[src/rtl/mmio_fifo_pkg.sv]
// rtl/mmio_fifo_pkg.sv - register offsets, STATUS bit positions and STATUS layout for the MMIO FIFO window
package mmio_fifo_pkg;

    localparam logic [2:0] OFS_PUSH   = 3'd0;
    localparam logic [2:0] OFS_POP    = 3'd2;
    localparam logic [2:0] OFS_STATUS = 3'd4;
    localparam logic [2:0] OFS_CTRL   = 3'd6;

    localparam int ST_COUNT_LSB = 0;
    localparam int ST_EMPTY_BIT = 16;
    localparam int ST_FULL_BIT  = 17;
    localparam int ST_OVF_BIT   = 18;
    localparam int ST_UNF_BIT   = 19;
    localparam int ST_DEPTH_LSB = 32;

    localparam int CTRL_FLUSH_BIT   = 0;
    localparam int CTRL_CLR_ERR_BIT = 1;

    typedef struct packed {
        logic [15:0] rsvd_hi;
        logic [15:0] depth;
        logic [11:0] rsvd_mid;
        logic        underflow_err;
        logic        overflow_err;
        logic        full;
        logic        empty;
        logic [15:0] count;
    } t_fifo_status;

endpackage

[src/rtl/fifo_mem.sv]
// rtl/fifo_mem.sv - FIFO storage: one synchronous write port, one combinational read port, no reset
module fifo_mem #(
    parameter int DEPTH  = 8,
    parameter int DATA_W = 64
) (
    input  logic                     clk,
    input  logic                     we_i,
    input  logic [$clog2(DEPTH)-1:0] waddr_i,
    input  logic [DATA_W-1:0]        wdata_i,
    input  logic [$clog2(DEPTH)-1:0] raddr_i,
    output logic [DATA_W-1:0]        rdata_o
);

    logic [DATA_W-1:0] mem_q [DEPTH];

    always_ff @(posedge clk) begin
        if (we_i) begin
            mem_q[waddr_i] <= wdata_i;
        end
    end

    assign rdata_o = mem_q[raddr_i];

endmodule

[src/rtl/mmio_fifo_ctrl.sv]
// rtl/mmio_fifo_ctrl.sv - MMIO window decode turning PUSH/POP/STATUS/CTRL accesses into FIFO operations
module mmio_fifo_ctrl
    import mmio_fifo_pkg::*;
#(
    parameter int          DEPTH     = 8,
    parameter int          DATA_W    = 64,
    parameter logic [15:0] BASE_ADDR = 16'h0020
) (
    input  logic                       clk,
    input  logic                       rst,
    input  logic                       mmio_wr_valid,
    input  logic                       mmio_rd_valid,
    input  logic [15:0]                mmio_addr,
    input  logic [8:0]                 mmio_tid,
    input  logic [63:0]                mmio_wr_data,
    output logic                       rsp_valid,
    output logic [8:0]                 rsp_tid,
    output logic [63:0]                rsp_data,
    output logic [$clog2(DEPTH+1)-1:0] fifo_count,
    output logic                       fifo_full,
    output logic                       fifo_empty
);

    localparam int AW = $clog2(DEPTH);
    localparam int CW = $clog2(DEPTH + 1);

    logic [AW-1:0] wr_ptr_q, wr_ptr_d;
    logic [AW-1:0] rd_ptr_q, rd_ptr_d;
    logic [CW-1:0] count_q, count_d;
    logic          full_q, empty_q;
    logic          ovf_q, ovf_d;
    logic          unf_q, unf_d;
    logic          rsp_valid_q, rsp_valid_d;
    logic [8:0]    rsp_tid_q, rsp_tid_d;
    logic [63:0]   rsp_data_q, rsp_data_d;

    logic          hit;
    logic [2:0]    ofs;
    logic          mem_we;
    logic [63:0]   mem_rdata;
    t_fifo_status  status;

    assign hit = (mmio_addr[15:3] == BASE_ADDR[15:3]);
    assign ofs = mmio_addr[2:0];

    fifo_mem #(
        .DEPTH  (DEPTH),
        .DATA_W (DATA_W)
    ) u_mem (
        .clk     (clk),
        .we_i    (mem_we),
        .waddr_i (wr_ptr_q),
        .wdata_i (mmio_wr_data),
        .raddr_i (rd_ptr_q),
        .rdata_o (mem_rdata)
    );

    // STATUS is built from registered state, so it shows the pre-update view
    always_comb begin
        status               = '0;
        status.count         = 16'(count_q);
        status.empty         = empty_q;
        status.full          = full_q;
        status.overflow_err  = ovf_q;
        status.underflow_err = unf_q;
        status.depth         = 16'(DEPTH);
    end

    always_comb begin
        wr_ptr_d    = wr_ptr_q;
        rd_ptr_d    = rd_ptr_q;
        count_d     = count_q;
        ovf_d       = ovf_q;
        unf_d       = unf_q;
        rsp_valid_d = 1'b0;
        rsp_tid_d   = rsp_tid_q;
        rsp_data_d  = rsp_data_q;
        mem_we      = 1'b0;

        if (mmio_wr_valid && hit) begin
            case (ofs)
                OFS_PUSH: begin
                    if (full_q) begin
                        ovf_d = 1'b1;
                    end else begin
                        mem_we   = 1'b1;
                        wr_ptr_d = wr_ptr_q + AW'(1);
                        count_d  = count_q + CW'(1);
                    end
                end
                OFS_CTRL: begin
                    if (mmio_wr_data[CTRL_FLUSH_BIT]) begin
                        wr_ptr_d = '0;
                        rd_ptr_d = '0;
                        count_d  = '0;
                    end
                    if (mmio_wr_data[CTRL_CLR_ERR_BIT]) begin
                        ovf_d = 1'b0;
                        unf_d = 1'b0;
                    end
                end
                default: ;
            endcase
        end else if (mmio_rd_valid && hit) begin
            rsp_valid_d = 1'b1;
            rsp_tid_d   = mmio_tid;
            case (ofs)
                OFS_POP: begin
                    if (empty_q) begin
                        rsp_data_d = '0;
                        unf_d      = 1'b1;
                    end else begin
                        rsp_data_d = mem_rdata;
                        rd_ptr_d   = rd_ptr_q + AW'(1);
                        count_d    = count_q - CW'(1);
                    end
                end
                OFS_STATUS: rsp_data_d = status;
                default:    rsp_data_d = '0;
            endcase
        end
    end

    always_ff @(posedge clk or posedge rst) begin
        if (rst) begin
            wr_ptr_q    <= '0;
            rd_ptr_q    <= '0;
            count_q     <= '0;
            full_q      <= 1'b0;
            empty_q     <= 1'b1;
            ovf_q       <= 1'b0;
            unf_q       <= 1'b0;
            rsp_valid_q <= 1'b0;
            rsp_tid_q   <= '0;
            rsp_data_q  <= '0;
        end else begin
            wr_ptr_q    <= wr_ptr_d;
            rd_ptr_q    <= rd_ptr_d;
            count_q     <= count_d;
            full_q      <= (count_d == CW'(DEPTH));
            empty_q     <= (count_d == '0);
            ovf_q       <= ovf_d;
            unf_q       <= unf_d;
            rsp_valid_q <= rsp_valid_d;
            rsp_tid_q   <= rsp_tid_d;
            rsp_data_q  <= rsp_data_d;
        end
    end

    assign rsp_valid  = rsp_valid_q;
    assign rsp_tid    = rsp_tid_q;
    assign rsp_data   = rsp_data_q;
    assign fifo_count = count_q;
    assign fifo_full  = full_q;
    assign fifo_empty = empty_q;

    // Write wins when both strobes arrive together; the read is silently dropped
    a_wr_rd_exclusive: assert property (@(posedge clk) disable iff (rst)
        !(mmio_wr_valid && mmio_rd_valid));

endmodule

[config.mk]
export PLATFORM = sky130hd
export DESIGN_NAME = mmio_fifo_ctrl
export DESIGN_NICKNAME = d
export VERILOG_FILES = /design/src/rtl/mmio_fifo_pkg.sv /design/src/rtl/fifo_mem.sv /design/src/rtl/mmio_fifo_ctrl.sv
export SDC_FILE = /design/constraint.sdc
export NUM_CORES = 1
export LEC_CHECK = 0
export CAP_MARGIN = 10
export CELL_PAD_IN_SITES_DETAIL_PLACEMENT = 1
export CELL_PAD_IN_SITES_GLOBAL_PLACEMENT = 2
export CORE_ASPECT_RATIO = 2
export CORE_MARGIN = 4
export CORE_UTILIZATION = 45
export CTS_BUF_LIST = sky130_fd_sc_hd__clkbuf_8
export DETAILED_ROUTE_END_ITERATION = 12
export MAX_ROUTING_LAYER = met4
export PLACE_DENSITY = 0.88
export SLEW_MARGIN = 20
export SYNTH_ARGS = -nofsm -noshare
export SYNTH_HDL_FRONTEND = slang
export SYNTH_SLANG_ARGS = --single-unit
[constraint.sdc]
create_clock -name clk -period 7.73 [get_ports clk]
set_clock_uncertainty 0.05 [all_clocks]
set_input_delay 1.546 -clock clk [delete_from_list [all_inputs] [get_ports clk]]
set_output_delay 1.546 -clock clk [all_outputs]
set_load 0.02 [all_outputs]
==> metrics <==
Post-CTS Setup Repair Bufs 0; status finished, final reports clean; die area 54,300 µm²; max cap viols 0; Die H 326 µm; sequential fraction of the synthesis area 0.775; peak supply drop 165 µV; DRT Pass-1 Iters 4; Slew Limit Fails 0; min Tclk post-route ~4.6 ns; Synth Area in Simple Gates 0.0316; final setup TNS 0 ns; crit path cell chain clkdlybuf4s50_1 -> nor4_1 -> buf_4 -> nand2_1 -> or3_1 -> nor2_4 -> buf_4; share of cells above drive strength 1 0.205; CTS Buf Count 80; Leak around 8.7 nW; Synth Flop Type edfxtp_1; Synth top cells by count edfxtp_1 (512), mux4_2 (128), nand2_1 (107); most common cell in the netlist edfxtp_1; Final ANT Viol Nets 0; global-route wire length before repair 77,600 µm; Hold Path Class reg -> reg; largest family of logic cells by synthesized area multiplexers; # resized after CTS 0; most used cell, CP buf_4; period utilisation layout 0.590; Post-synth EDFFs 512; Die Wd 167 µm; Synth area leaders edfxtp_1 (68%), mux4_2 (13%), dfrtp_1 (9.6%); post-route cell area 26,900 µm²; post-synthesis xor/xnor area fraction 0.000772; # hold bufs at CTS 0; Worst Setup Path Type in -> reg; Layout Nets 1,427; maximum number of pins on one net before global-route repair 84; clock sinks 600; worst slew pin tran 1.11 ns; HPWL after detailed placement around 30,000 µm; number of global-route vias before repair 12,460; RSZ-0062 raised after global routing false; Gate Count Post-Synth roughly 1,100; compound-cell area share of the yosys netlist 0.0227; Async SR Flop Fraction 0.147; Worst Path Required between 7 and 8 ns; final WL 50,700 µm; Distinct cells, synth 43; Setup crit start kind input pin; Clock Path Buffers 3; area delta synth->final 18.3%; H-tree depth 3; worst skew pair latency about 0.65 ns; dpl cell area 25,200 µm²; Largest stage delay, worst path 0.73 ns; core box area 49,900 µm²; vias per inst 5.39; share of the synthesized area in the top cell type 0.678; initial antenna violation count 7; syn_area_per_cell 20.3 µm²; DR iter-0 viols around 740; Post-Synth Adder-Cell Area 0.00221; Reg clk slew, reported paths approximately 0.06 ns; Ys Warns 0; Slew headroom 0.259; global placer's final weighted congestion 0.768; Final Hold Fails 0; synthesized net count ~1,200; remaining global-route overflow 0; Residual DRC 0; fmax 219 MHz; Initial Util 0.455; fin util 0.538; I/O Buffers roughly 170; Final Hold Slack 0.429 ns; io pins 173; Synth area leader edfxtp_1; element type at the critical path end flip-flop; Data arrival, critical path 4.76 ns; wire per inst 24.7 µm; Worst Path Max Fanout 39; Setup Viol. Count Final 0; clk root buf clkbuf_8; post-synthesis mux area share 0.156; Total Routing Usage GR 0.193; TritonCTS clock tree yes; DR vias 11,079; flops & latches, synth 600; Slowest-stage cell, CP nor2_4; cell area after synthesis 22,700 µm²; num rows between 100 and 150; Power Density 223 nW/µm²
[power by group]
part | leakage (nW) | switching [mW] | internal (mW)
Clock | 0.865 | 1.17 | 1.20
Sequential | 5.82 | 0.0000576 | 3.51
Combinational | 1.98 | 0.0591 | 0.0444
Total | 8.66 | 1.23 | 4.76
[path summary, 6_finish.rpt]
kind / start / to / slack [ns] / depth (start not counted)
setup / recovery: mmio_addr[0] / u_mem.mem_q[4][36]$_DFFE_PP_ / 3.17 / 7
hold / removal: rsp_tid[5]$_DFFE_PP0P_ / rsp_tid[5]$_DFFE_PP0P_ / 0.43 / 2
setup reg to reg: fifo_full$_DFF_PP0_ / u_mem.mem_q[4][36]$_DFFE_PP_ / 4.35 / 6
hold reg to reg: rsp_tid[5]$_DFFE_PP0P_ / rsp_tid[5]$_DFFE_PP0P_ / 0.43 / 2
max in group asynchronous: rst / rd_ptr_q[0]$_DFFE_PP0P_ / 5.17 / 3
min in group asynchronous: rst / rsp_data[25]$_DFFE_PP0P_ / 1.26 / 2
[worst max-delay path, delay by kind of cell]
family / cells / cell delay (ns)
buf+inv: 3 / 1.44
simple gates: 4 / 1.70
[flip-flops by register name (all words and copies together), names as in the netlist]
signal / count
rsp_valid: 1
fifo_empty: 1
rsp_data: 64
fifo_full: 1
rd_ptr_q: 3
rsp_tid: 9
fifo_count: 4
ovf_q: 1
wr_ptr_q: 3
u_mem.mem_q: 512
unf_q: 1
[final cells by class]
class / count / area, µm²
fill: 4550 / 23100
tap: 649 / 812
clock inverter: 66 / 460
antenna: 7 / 17.5
inverter: 6 / 25.0
timing repair buffer: 188 / 1890
multi-input combinational: 454 / 4910
clock buffer: 84 / 1160
sequential: 600 / 17600
[kinds of logic (layout without fill, tap and decap cells)]
group / Yosys count / in the layout
DFF: 600 / 600
adders and majority gates: 4 / 4
muxes: 193 / 193
other: 0 / 7
xor gates and xnor gates: 2 / 2
buffers and inverters: 63 / 344
AOI/OAI and AO/OA: 95 / 95
and+or+nand+nor: 160 / 160
[metrics by stage]
stage               total power, mW  worst slack (ns)  std cells
CTS                            6.06              2.93       2045
floorplan                      3.60             0.116       1117
detailed placement             3.69              2.28       1895
global route                   6.24              2.97       2054
global placement               3.68              2.52       1895
finish                         5.99              3.17       2054
[metal layers]
layer,up-vias,GRT usage,routed length [µm]
met2,329,0.350,28600
met3,68,0.0333,2190
met5,-,-,0
li1,4926,-,-
met4,0,0.0591,918
met1,5756,0.219,19000
[layout by cell type, fill, tap and decap left out, types with 2 or more instances in the layout]
cell	instances
diode_2	7
clkdlybuf4s50_1	172
a31oi_1	4
a21oi_1	11
nand3_1	2
nand2_4	2
and3b_1	2
mux4_2	128
dfrtp_4	3
nor2b_1	2
nor4b_2	2
nor3_2	2
ha_1	4
o21ai_0	70
clkinv_1	17
inv_1	18
inv_6	4
nor2_1	16
nand4_1	3
xor2_1	2
buf_16	2
nand2b_1	4
nor4_1	2
clkbuf_8	84
nor3_1	4
mux2i_1	63
nor2_4	6
clkinv_4	2
clkinvlp_4	8
bufinv_16	5
dfrtp_1	84
edfxtp_1	512
mux2_2	2
buf_4	13
nand2_1	105
clkinv_2	17
o211ai_1	2
(Power assumes the default switching activity.)
